<file path="src/rtl/alu_seq_pkg.sv">
// Shared types and constants for the ALU operand sequencer.
package alu_seq_pkg;

  typedef enum logic [2:0] {
    LOAD_A  = 3'd0,
    LOAD_B  = 3'd1,
    LOAD_OP = 3'd2,
    EXEC    = 3'd3,
    SHOW    = 3'd4
  } state_t;

  // Bit positions inside flags_q, ordered {neg, zero, ovf, cout}
  localparam int FLAG_NEG  = 3;
  localparam int FLAG_ZERO = 2;
  localparam int FLAG_OVF  = 1;
  localparam int FLAG_COUT = 0;

  // ALU control codes understood by the downstream combinational ALU
  localparam logic [2:0] ALU_PASS_B = 3'b000;
  localparam logic [2:0] ALU_ADD    = 3'b010;
  localparam logic [2:0] ALU_SUB    = 3'b011;
  localparam logic [2:0] ALU_AND    = 3'b100;
  localparam logic [2:0] ALU_OR     = 3'b101;
  localparam logic [2:0] ALU_XOR    = 3'b110;

endpackage

</file>
<file path="src/rtl/key_debouncer.sv">
// Synchronises and debounces an active-low push-button and emits a single
// pulse per accepted press. The pulse is issued in the same cycle the stable
// level falls, so downstream logic acts on that edge.
module key_debouncer #(
  parameter int DEBOUNCE_CYC = 16
) (
  input  logic clk,
  input  logic reset,
  input  logic key_n,
  output logic press
);

  localparam int CNT_W = (DEBOUNCE_CYC > 1) ? $clog2(DEBOUNCE_CYC) : 1;

  logic             key_p0;
  logic             key_p1;
  logic             stable;
  logic [CNT_W-1:0] cnt;
  logic             accept;

  // Accept the synchronised level once it has differed for DEBOUNCE_CYC cycles
  assign accept = (key_p1 != stable) && (cnt == CNT_W'(DEBOUNCE_CYC - 1));
  assign press  = accept && stable && !key_p1;

  // Two-flop synchroniser; resets to the released level so no false press follows reset
  always_ff @(posedge clk) begin
    if (reset) begin
      key_p0 <= 1'b1;
      key_p1 <= 1'b1;
    end else begin
      key_p0 <= key_n;
      key_p1 <= key_p0;
    end
  end

  // Stability counter and debounced level
  always_ff @(posedge clk) begin
    if (reset) begin
      stable <= 1'b1;
      cnt    <= '0;
    end else if (key_p1 == stable) begin
      cnt <= '0;
    end else if (accept) begin
      stable <= key_p1;
      cnt    <= '0;
    end else begin
      cnt <= cnt + 1'b1;
    end
  end

endmodule

</file>
<file path="src/rtl/alu_operand_sequencer.sv">
// Collects operand A, operand B and the ALU control code one button press at
// a time, issues them to the combinational ALU for one cycle and captures the
// result and flags for display.
module alu_operand_sequencer
  import alu_seq_pkg::*;
#(
  parameter int DATA_W       = 8,
  parameter int CNTRL_W      = 3,
  parameter int DEBOUNCE_CYC = 16
) (
  input  logic               clk,
  input  logic               reset,
  input  logic               key_n,
  input  logic [DATA_W-1:0]  sw_data,
  input  logic [CNTRL_W-1:0] sw_cntrl,
  output logic [DATA_W-1:0]  alu_a,
  output logic [DATA_W-1:0]  alu_b,
  output logic [CNTRL_W-1:0] alu_cntrl,
  output logic               alu_valid,
  input  logic [DATA_W-1:0]  alu_result,
  input  logic               alu_neg,
  input  logic               alu_zero,
  input  logic               alu_ovf,
  input  logic               alu_cout,
  output logic [DATA_W-1:0]  result_q,
  output logic [3:0]         flags_q,
  output logic [2:0]         state_o,
  output logic               done
);

  state_t state_q;
  logic   press;

  key_debouncer #(
    .DEBOUNCE_CYC(DEBOUNCE_CYC)
  ) u_key (
    .clk   (clk),
    .reset (reset),
    .key_n (key_n),
    .press (press)
  );

  assign state_o = state_q;

  // Step FSM with operand loads, one-cycle issue and result capture
  always_ff @(posedge clk) begin
    if (reset) begin
      state_q   <= LOAD_A;
      alu_a     <= '0;
      alu_b     <= '0;
      alu_cntrl <= '0;
      alu_valid <= 1'b0;
      result_q  <= '0;
      flags_q   <= '0;
      done      <= 1'b0;
    end else begin
      case (state_q)
        LOAD_A: begin
          if (press) begin
            alu_a   <= sw_data;
            state_q <= LOAD_B;
          end
        end
        LOAD_B: begin
          if (press) begin
            alu_b   <= sw_data;
            state_q <= LOAD_OP;
          end
        end
        LOAD_OP: begin
          if (press) begin
            alu_cntrl <= sw_cntrl;
            alu_valid <= 1'b1;
            state_q   <= EXEC;
          end
        end
        EXEC: begin
          // Any press seen here is intentionally dropped
          result_q           <= alu_result;
          flags_q[FLAG_NEG]  <= alu_neg;
          flags_q[FLAG_ZERO] <= alu_zero;
          flags_q[FLAG_OVF]  <= alu_ovf;
          flags_q[FLAG_COUT] <= alu_cout;
          alu_valid          <= 1'b0;
          done               <= 1'b1;
          state_q            <= SHOW;
        end
        SHOW: begin
          if (press) begin
            done    <= 1'b0;
            state_q <= LOAD_A;
          end
        end
        default: begin
          alu_valid <= 1'b0;
          done      <= 1'b0;
          state_q   <= LOAD_A;
        end
      endcase
    end
  end

endmodule

</file>
<file path="config.mk">
export PLATFORM = sky130hd
export DESIGN_NAME = alu_operand_sequencer
export DESIGN_NICKNAME = d
export VERILOG_FILES = /design/src/rtl/alu_seq_pkg.sv /design/src/rtl/key_debouncer.sv /design/src/rtl/alu_operand_sequencer.sv
export SDC_FILE = /design/constraint.sdc
export NUM_CORES = 1
export LEC_CHECK = 0
export BUFFER_PORTS_ARGS = -buffer_cell sky130_fd_sc_hd__buf_4
export CAP_MARGIN = 20
export CORE_MARGIN = 2
export CORE_UTILIZATION = 34
export CTS_CLUSTER_DIAMETER = 120
export DETAILED_ROUTE_END_ITERATION = 8
export MAX_ROUTING_LAYER = met4
export SLEW_MARGIN = 20
export SYNTH_ARGS = -nofsm -noshare
export SYNTH_HDL_FRONTEND = slang
export SYNTH_HIERARCHICAL = 1
export SYNTH_SLANG_ARGS = --single-unit
</file>
<file path="constraint.sdc">
create_clock -name clk -period 2.62 [get_ports clk]
set_clock_uncertainty 0.15 [all_clocks]
set_input_delay 0 -clock clk [delete_from_list [all_inputs] [get_ports clk]]
set_output_delay 0 -clock clk [all_outputs]
set_load 0.02 [all_outputs]
</file>
# Word-level counts from Yosys, hierarchy flattened
# Cells that the tools add are included.
[word_totals]
register_bits = 43
inputBits = 26
out_inout_bits = 36
word_cells = 51
[op_classes]
n_addsub = 1
eq_ne = 11
muxes = 9
bitwise_logic = 3
n_reduce_logical = 15
[op_table]
columns = ["cell", "n"]
rows = [
  ["$pmux W3 S5", 1],
  ["$mux W3", 4],
  ["$reduce_and A2 Y1", 6],
  ["$reduce_or A3 Y1", 3],
  ["$ne A2 B2 Y1 const B", 4],
  ["$eq A3 B2 Y1 const B", 2],
  ["$add A4 B1 Y4 const B", 1],
  ["$eq A4 B4 Y1 const B", 1],
  ["$reduce_and A4 Y1", 1],
  ["$eq A3 B1 Y1 const B", 1],
  ["$eq A3 B3 Y1 const B", 1],
  ["$logic_and A1 B1 Y1", 3],
  ["$logic_not A3 Y1", 1],
  ["$not A1 Y1", 3],
  ["$pmux W1 S3", 1],
  ["$mux W1", 2],
  ["$pmux W1 S2", 1],
  ["$eq A1 B1 Y1", 1],
  ["$logic_not A1 Y1", 1],
  ["$ne A1 B1 Y1", 1],
]

# Longest topological paths before layout
[logic_depth]
ltp_word = 6
depth_mapped = 7
ltp_nobuf = 6

# Cells and area by module
# Netlist, hierarchy kept.
[modules_own_cells]
columns = ["module", "n_inst", "cells_per_inst", "area_per_inst_um2", "seq_area_each_um2"]
rows = [
  ["alu_operand_sequencer", 1, 153, 1355.0, 720.7],
  ["key_debouncer", 1, 25, 257.7, 140.1],
]

# Worst setup path before layout
# No wires, ideal clock.
[synth_path]
kind = "register to register"
startpoint = "register u_key.cnt[0]"
endpoint = "register alu_a[7]"
setup_time_ns = 0.132
arrival_time_ns = 1.854
required_time_ns = 2.338
path_slack_ns = 0.484
path_stages_with_launch = 8
n_path_buf = 1
period_less_slack_ns = 2.136
cell_sequence = "dfxtp_1 ha_1 nand3_1 nor3b_1 or4b_1 buf_2 nand2_1 a21oi_1"
[synth_via]
elab_chain_len = 5
[synth_rtl]
columns = ["element", "line", "text"]
rows = [
  ["start: declaration", "key_debouncer.sv:18", "logic [CNT_W-1:0] cnt;"],
  ["start signal: assignment", "key_debouncer.sv:47", "cnt <= cnt + 1'b1;"],
  ["$eq A4 B4 Y1", "key_debouncer.sv:22", "assign accept = (key_p1 != stable) && (cnt == CNT_W'(DEBOUNCE_CYC - 1));"],
  ["$logic_and A1 B1 Y1", "key_debouncer.sv:22", ""],
  ["$logic_and A1 B1 Y1 (2 in series)", "key_debouncer.sv:23", "assign press = accept && stable && !key_p1;"],
  ["named net press", "alu_operand_sequencer.sv:32", "logic press;"],
  ["$reduce_and A2 Y1 (no source line)", "--", ""],
  ["end signal: assignment", "alu_operand_sequencer.sv:60", "alu_a <= sw_data;"],
  ["end: declaration", "alu_operand_sequencer.sv:16", "output logic [DATA_W-1:0] alu_a,"],
]
# The timed path passes the listed nets, and every way through them passes these cells.
# A chain may end at the register's enable or synchronous reset.

# Final worst setup path
[layout_path]
startpoint = "register u_key.cnt[0]"
endpoint = "register alu_cntrl[0]"
[layout_via]
elab_chain_len = 5
[layout_rtl]
columns = ["element", "line", "text"]
rows = [
  ["$eq A4 B4 Y1", "key_debouncer.sv:22", ""],
  ["$logic_and A1 B1 Y1", "key_debouncer.sv:22", ""],
  ["$logic_and A1 B1 Y1 (2 in series)", "key_debouncer.sv:23", ""],
  ["named net press", "alu_operand_sequencer.sv:32", ""],
  ["$reduce_and A2 Y1 (no source line)", "--", ""],
  ["end signal: assignment", "alu_operand_sequencer.sv:72", "alu_cntrl <= sw_cntrl;"],
  ["end: declaration", "alu_operand_sequencer.sv:18", "output logic [CNTRL_W-1:0] alu_cntrl,"],
]
# The timed path passes the listed nets, and every way through them passes these cells.

==> metrics.txt <==
# TYPE chip_impl_metric gauge
chip_impl_metric{name="antenna_left",unit=""} 0
chip_impl_info{name="outcome",value="complete, no violations"} 1
chip_impl_metric{name="post_dr_vias_cell",unit=""} 4.61
chip_impl_metric{name="synth_compound_area_share",unit="%"} 8.92
chip_impl_metric{name="synth_top_cell_area_share",unit="%"} 53.4
chip_impl_metric{name="antenna_found_initial",unit=""} 0
chip_impl_metric{name="num_vias",unit=""} 1490
chip_impl_metric{name="drv_slew",unit=""} 0
chip_impl_metric{name="power_per_cell_area",unit="nW/µm²"} 499
chip_impl_metric{name="global_route_wire_length_before_repair",unit="µm"} 6420
chip_impl_metric{name="diodes",unit=""} 0
chip_impl_metric{name="boundaryPins",unit=""} 62
chip_impl_metric{name="cts_max_path_buffers",unit=""} 2
chip_impl_metric{name="synthesis.nets",unit=""} 205
chip_impl_info{name="clock_tree.root_cell",value="sky130_fd_sc_hd__clkbuf_8"} 1
chip_impl_metric{name="cts_made_buffers",unit=""} 5
chip_impl_metric{name="number_of_placement_rows",unit=""} 25
chip_impl_metric{name="postSynthCellCount",unit=""} 178
chip_impl_metric{name="yosys-mux-area-fraction",unit="%"} 7.45
chip_impl_info{name="cp-end-kind",value="flop"} 1
chip_impl_metric{name="period_needed",unit="ns"} 2.42
chip_impl_metric{name="setup-violations-final",unit=""} 0
chip_impl_metric{name="synth.avg_cell_area",unit="µm²"} 9.06
chip_impl_metric{name="seq_area_frac_synth",unit="%"} 53.4
chip_impl_metric{name="ys_async_sr_fraction",unit="%"} 0
chip_impl_metric{name="grt.met3_usage",unit="%"} 4.42
chip_impl_metric{name="port_buffers",unit=""} 61
chip_impl_metric{name="grt.met2_usage",unit="%"} 24.8
chip_impl_metric{name="die_w",unit="µm"} 72.9
chip_impl_metric{name="report.final.hold_viol_count",unit=""} 0
chip_impl_metric{name="routed_wl",unit="µm"} 3780
chip_impl_metric{name="synth_enable_flop_cells",unit=""} 0
chip_impl_metric{name="grt_pass1_vias",unit=""} 1430
chip_impl_metric{name="max_clock_freq",unit="MHz"} 412
chip_impl_metric{name="initial_core_util",unit="%"} 34.6
chip_impl_metric{name="placed_cells",unit=""} 282
chip_impl_info{name="most_used_dff_post_synth",value="sky130_fd_sc_hd__dfxtp_1"} 1
chip_impl_metric{name="avgRoutedWirePerCell",unit="µm"} 11.7
chip_impl_metric{name="post_route_cells_drive_above_1_share",unit="%"} 29.4
chip_impl_metric{name="final-instance-count-excl-fill",unit=""} 323
chip_impl_metric{name="worstSkewPairLatency",unit="ns"} 0.29
chip_impl_metric{name="place.detailed.hpwl",unit="µm"} 2350
chip_impl_metric{name="synth_adder_area_share",unit="%"} 0.776
chip_impl_metric{name="die-area",unit="µm²"} 5310
chip_impl_info{name="hp-class",value="flop to flop"} 1
chip_impl_metric{name="power_leakage",unit="nW"} 1.05
chip_impl_metric{name="global_route_usage_over_all_layers",unit="%"} 15.7
chip_impl_metric{name="max_slew_margin",unit="%"} 63.3
chip_impl_info{name="synth.cells.most_frequent",value="sky130_fd_sc_hd__dfxtp_1 (43), sky130_fd_sc_hd__nand2_1 (43), sky130_fd_sc_hd__a21oi_1 (24)"} 1
chip_impl_metric{name="coreArea",unit="µm²"} 4660
chip_impl_metric{name="post-route-drc-count",unit=""} 0
chip_impl_metric{name="mappedNetlistArea",unit="µm²"} 1610
chip_impl_metric{name="max_cap_violations",unit=""} 0
chip_impl_metric{name="synthSimpleGateAreaFrac",unit="%"} 23.5
chip_impl_metric{name="grt_start_max_net_pins",unit=""} 42
chip_impl_metric{name="gpl.final_weighted_congestion",unit=""} 0.711
chip_impl_info{name="synth_top_cells_by_area",value="sky130_fd_sc_hd__dfxtp_1 (53%), sky130_fd_sc_hd__nand2_1 (10%), sky130_fd_sc_hd__a21oi_1 (7.4%), sky130_fd_sc_hd__mux2i_1 (7.4%), sky130_fd_sc_hd__nor2_1 (4.4%)"} 1
chip_impl_metric{name="totalNegativeSetupSlack",unit="ns"} 0
chip_impl_metric{name="post_cts.repair.setup_buffers",unit=""} 0
chip_impl_metric{name="irDropWorstVdd",unit="µV"} 350
chip_impl_info{name="synth_top_family_by_area",value="simple AND/OR/NAND/NOR gates"} 1
chip_impl_metric{name="violation_count_after_the_first_detailed_route_iteration",unit=""} 40
chip_impl_metric{name="die-height",unit="µm"} 72.9
chip_impl_metric{name="critical_path_arrival",unit="ns"} 2.46
chip_impl_metric{name="cts_htree_levels",unit=""} 2
chip_impl_metric{name="worst-slew-pin-transition",unit="ns"} 0.550
chip_impl_info{name="grt.busiest_layer",value="met2"} 1
chip_impl_metric{name="flow.area_growth_from_synthesis",unit="%"} 57.7
chip_impl_info{name="setup_repair_after_global_routing_missed_its_margin",value="no"} 1
chip_impl_info{name="timing.setup.critical_path_class",value="flop to flop"} 1
chip_impl_metric{name="drt-pass1-iter-count",unit=""} 4
chip_impl_metric{name="cp_data_required_time",unit="ns"} 2.65
chip_impl_metric{name="layout.nets",unit=""} 295
chip_impl_metric{name="ys_ff_latch",unit=""} 43
chip_impl_metric{name="yosysWarnings",unit=""} 6
chip_impl_metric{name="gr-usage-met1",unit="%"} 19.1
chip_impl_metric{name="synthXorXnorAreaFrac",unit="%"} 1.63
chip_impl_metric{name="overflow",unit=""} 0
chip_impl_metric{name="synth.lib_cells_used.distinct",unit=""} 25
chip_impl_metric{name="finalCoreUtilization",unit="%"} 54.6
chip_impl_info{name="tritoncts",value="built"} 1
chip_impl_info{name="synth_top_cell_by_area",value="sky130_fd_sc_hd__dfxtp_1"} 1
chip_impl_metric{name="clock_sink_count",unit=""} 43
chip_impl_metric{name="clkTransAtPathRegs",unit="ns"} 0.08
chip_impl_info{name="timing.critical_path.from_type",value="flop"} 1
chip_impl_metric{name="crit_path_max_fanout",unit=""} 6
chip_impl_metric{name="post-route-period-util",unit="%"} 92.6
[kinds of logic (layout without fill, tap and decap cells)]
group | after synthesis | count (layout)
buffers and inverters | 13 | 104
AO/OA/AOI/OAI | 27 | 27
flip-flops | 43 | 43
AND/OR/NAND/NOR | 79 | 79
adder cells (fa/ha/maj) | 1 | 1
multiplexers | 12 | 12
XOR/XNOR | 3 | 3
[per-layer routing]
metal	vias to the layer above	share of wire [%]	wire length, µm
met5	-	0	0
met4	0	1.5	55
met3	7	5.9	223
met2	42	47	1760
met1	677	46	1740
li1	764	-	-
[cell type report]
type / instances / area (µm²)
Tap cell: 54 / 67.6
Multi-Input combinational cell: 122 / 698
Inverter: 1 / 3.75
Clock buffer: 6 / 82.6
Clock inverter: 2 / 35.0
Fill cell: 428 / 2120
Sequential cell: 43 / 861
Timing Repair Buffer: 95 / 796
[placed cells by master (no fill, tap or decap)]
master,count
sky130_fd_sc_hd__a21oi_1,24
sky130_fd_sc_hd__and4bb_4,1
sky130_fd_sc_hd__nand2b_1,1
sky130_fd_sc_hd__clkbuf_8,6
sky130_fd_sc_hd__inv_1,1
sky130_fd_sc_hd__nand3_2,1
sky130_fd_sc_hd__a211oi_1,2
sky130_fd_sc_hd__nand3_1,1
sky130_fd_sc_hd__nand2_1,43
sky130_fd_sc_hd__nor3b_2,1
sky130_fd_sc_hd__xor2_1,3
sky130_fd_sc_hd__or4b_1,1
sky130_fd_sc_hd__buf_4,62
sky130_fd_sc_hd__clkinv_2,1
sky130_fd_sc_hd__and3b_1,1
sky130_fd_sc_hd__dfxtp_1,43
sky130_fd_sc_hd__bufinv_16,1
sky130_fd_sc_hd__mux2i_1,12
sky130_fd_sc_hd__nor3_1,2
sky130_fd_sc_hd__nor4b_4,1
sky130_fd_sc_hd__and3b_2,1
sky130_fd_sc_hd__and4bb_2,1
sky130_fd_sc_hd__nand3b_1,3
sky130_fd_sc_hd__or2_2,2
sky130_fd_sc_hd__dlygate4sd3_1,33
sky130_fd_sc_hd__nor2_1,19
sky130_fd_sc_hd__ha_2,1
sky130_fd_sc_hd__a41oi_1,1
[power breakdown]
group          switching, mW  internal (mW)  leakage (nW)
Sequential           0.00226          0.656         0.347
Combinational         0.0261         0.0532         0.644
Clock                  0.222          0.308        0.0612
[critical path, stage by stage (launching register included)]
cell and delay, ns:
sky130_fd_sc_hd__dfxtp_1 0.36, sky130_fd_sc_hd__ha_2 0.22, sky130_fd_sc_hd__nand3_2 0.10, sky130_fd_sc_hd__nor3b_2 0.22, sky130_fd_sc_hd__buf_4 0.17, sky130_fd_sc_hd__and4bb_4 0.28
sky130_fd_sc_hd__mux2i_1 0.19, sky130_fd_sc_hd__nor2_1 0.05, sky130_fd_sc_hd__dlygate4sd3_1 0.56
[repair_timing]
| item | CTS | global route |
|---|---|---|
| resized for setup | 0 | 4 |
| hold buffers | 33 | 0 |
| setup endpoints to repair | 0 | 3 |
| hold endpoints to repair | 33 | 0 |
[final timing paths]
| path | startpoint | end | slack (ns) | cells after the start |
|---|---|---|---|---|
| min reg2reg | u_key/key_p0 | u_key/key_p1 | 0.26 | 1 |
| min | u_key/key_p0 | u_key/key_p1 | 0.26 | 1 |
| max | u_key/cnt[0] | alu_cntrl[0] | 0.20 | 8 |
| max reg2reg | u_key/cnt[0] | alu_cntrl[0] | 0.20 | 8 |
[sequential cells by signal, indices dropped and copies added, names as in the netlist, 3 cells and up]
register   count
state_o        3
alu_b          8
alu_cntrl      3
result_q       8
flags_q        4
u_key/cnt      4
alu_a          8
[per-stage QoR]
stage               hold WS [ns]  power (mW)  worst slack [ns]  cell area, µm²
floorplan                -0.0510       0.688             0.484            1610
global placement          0.0390       0.724             0.585            2080
detailed placement        0.0387       0.724             0.544            2080
CTS                        0.269        1.29            0.0295            2530
global route               0.288        1.32            0.0169            2540
finish                     0.264        1.27             0.195            2540
Power figures use the tool's default switching activity.
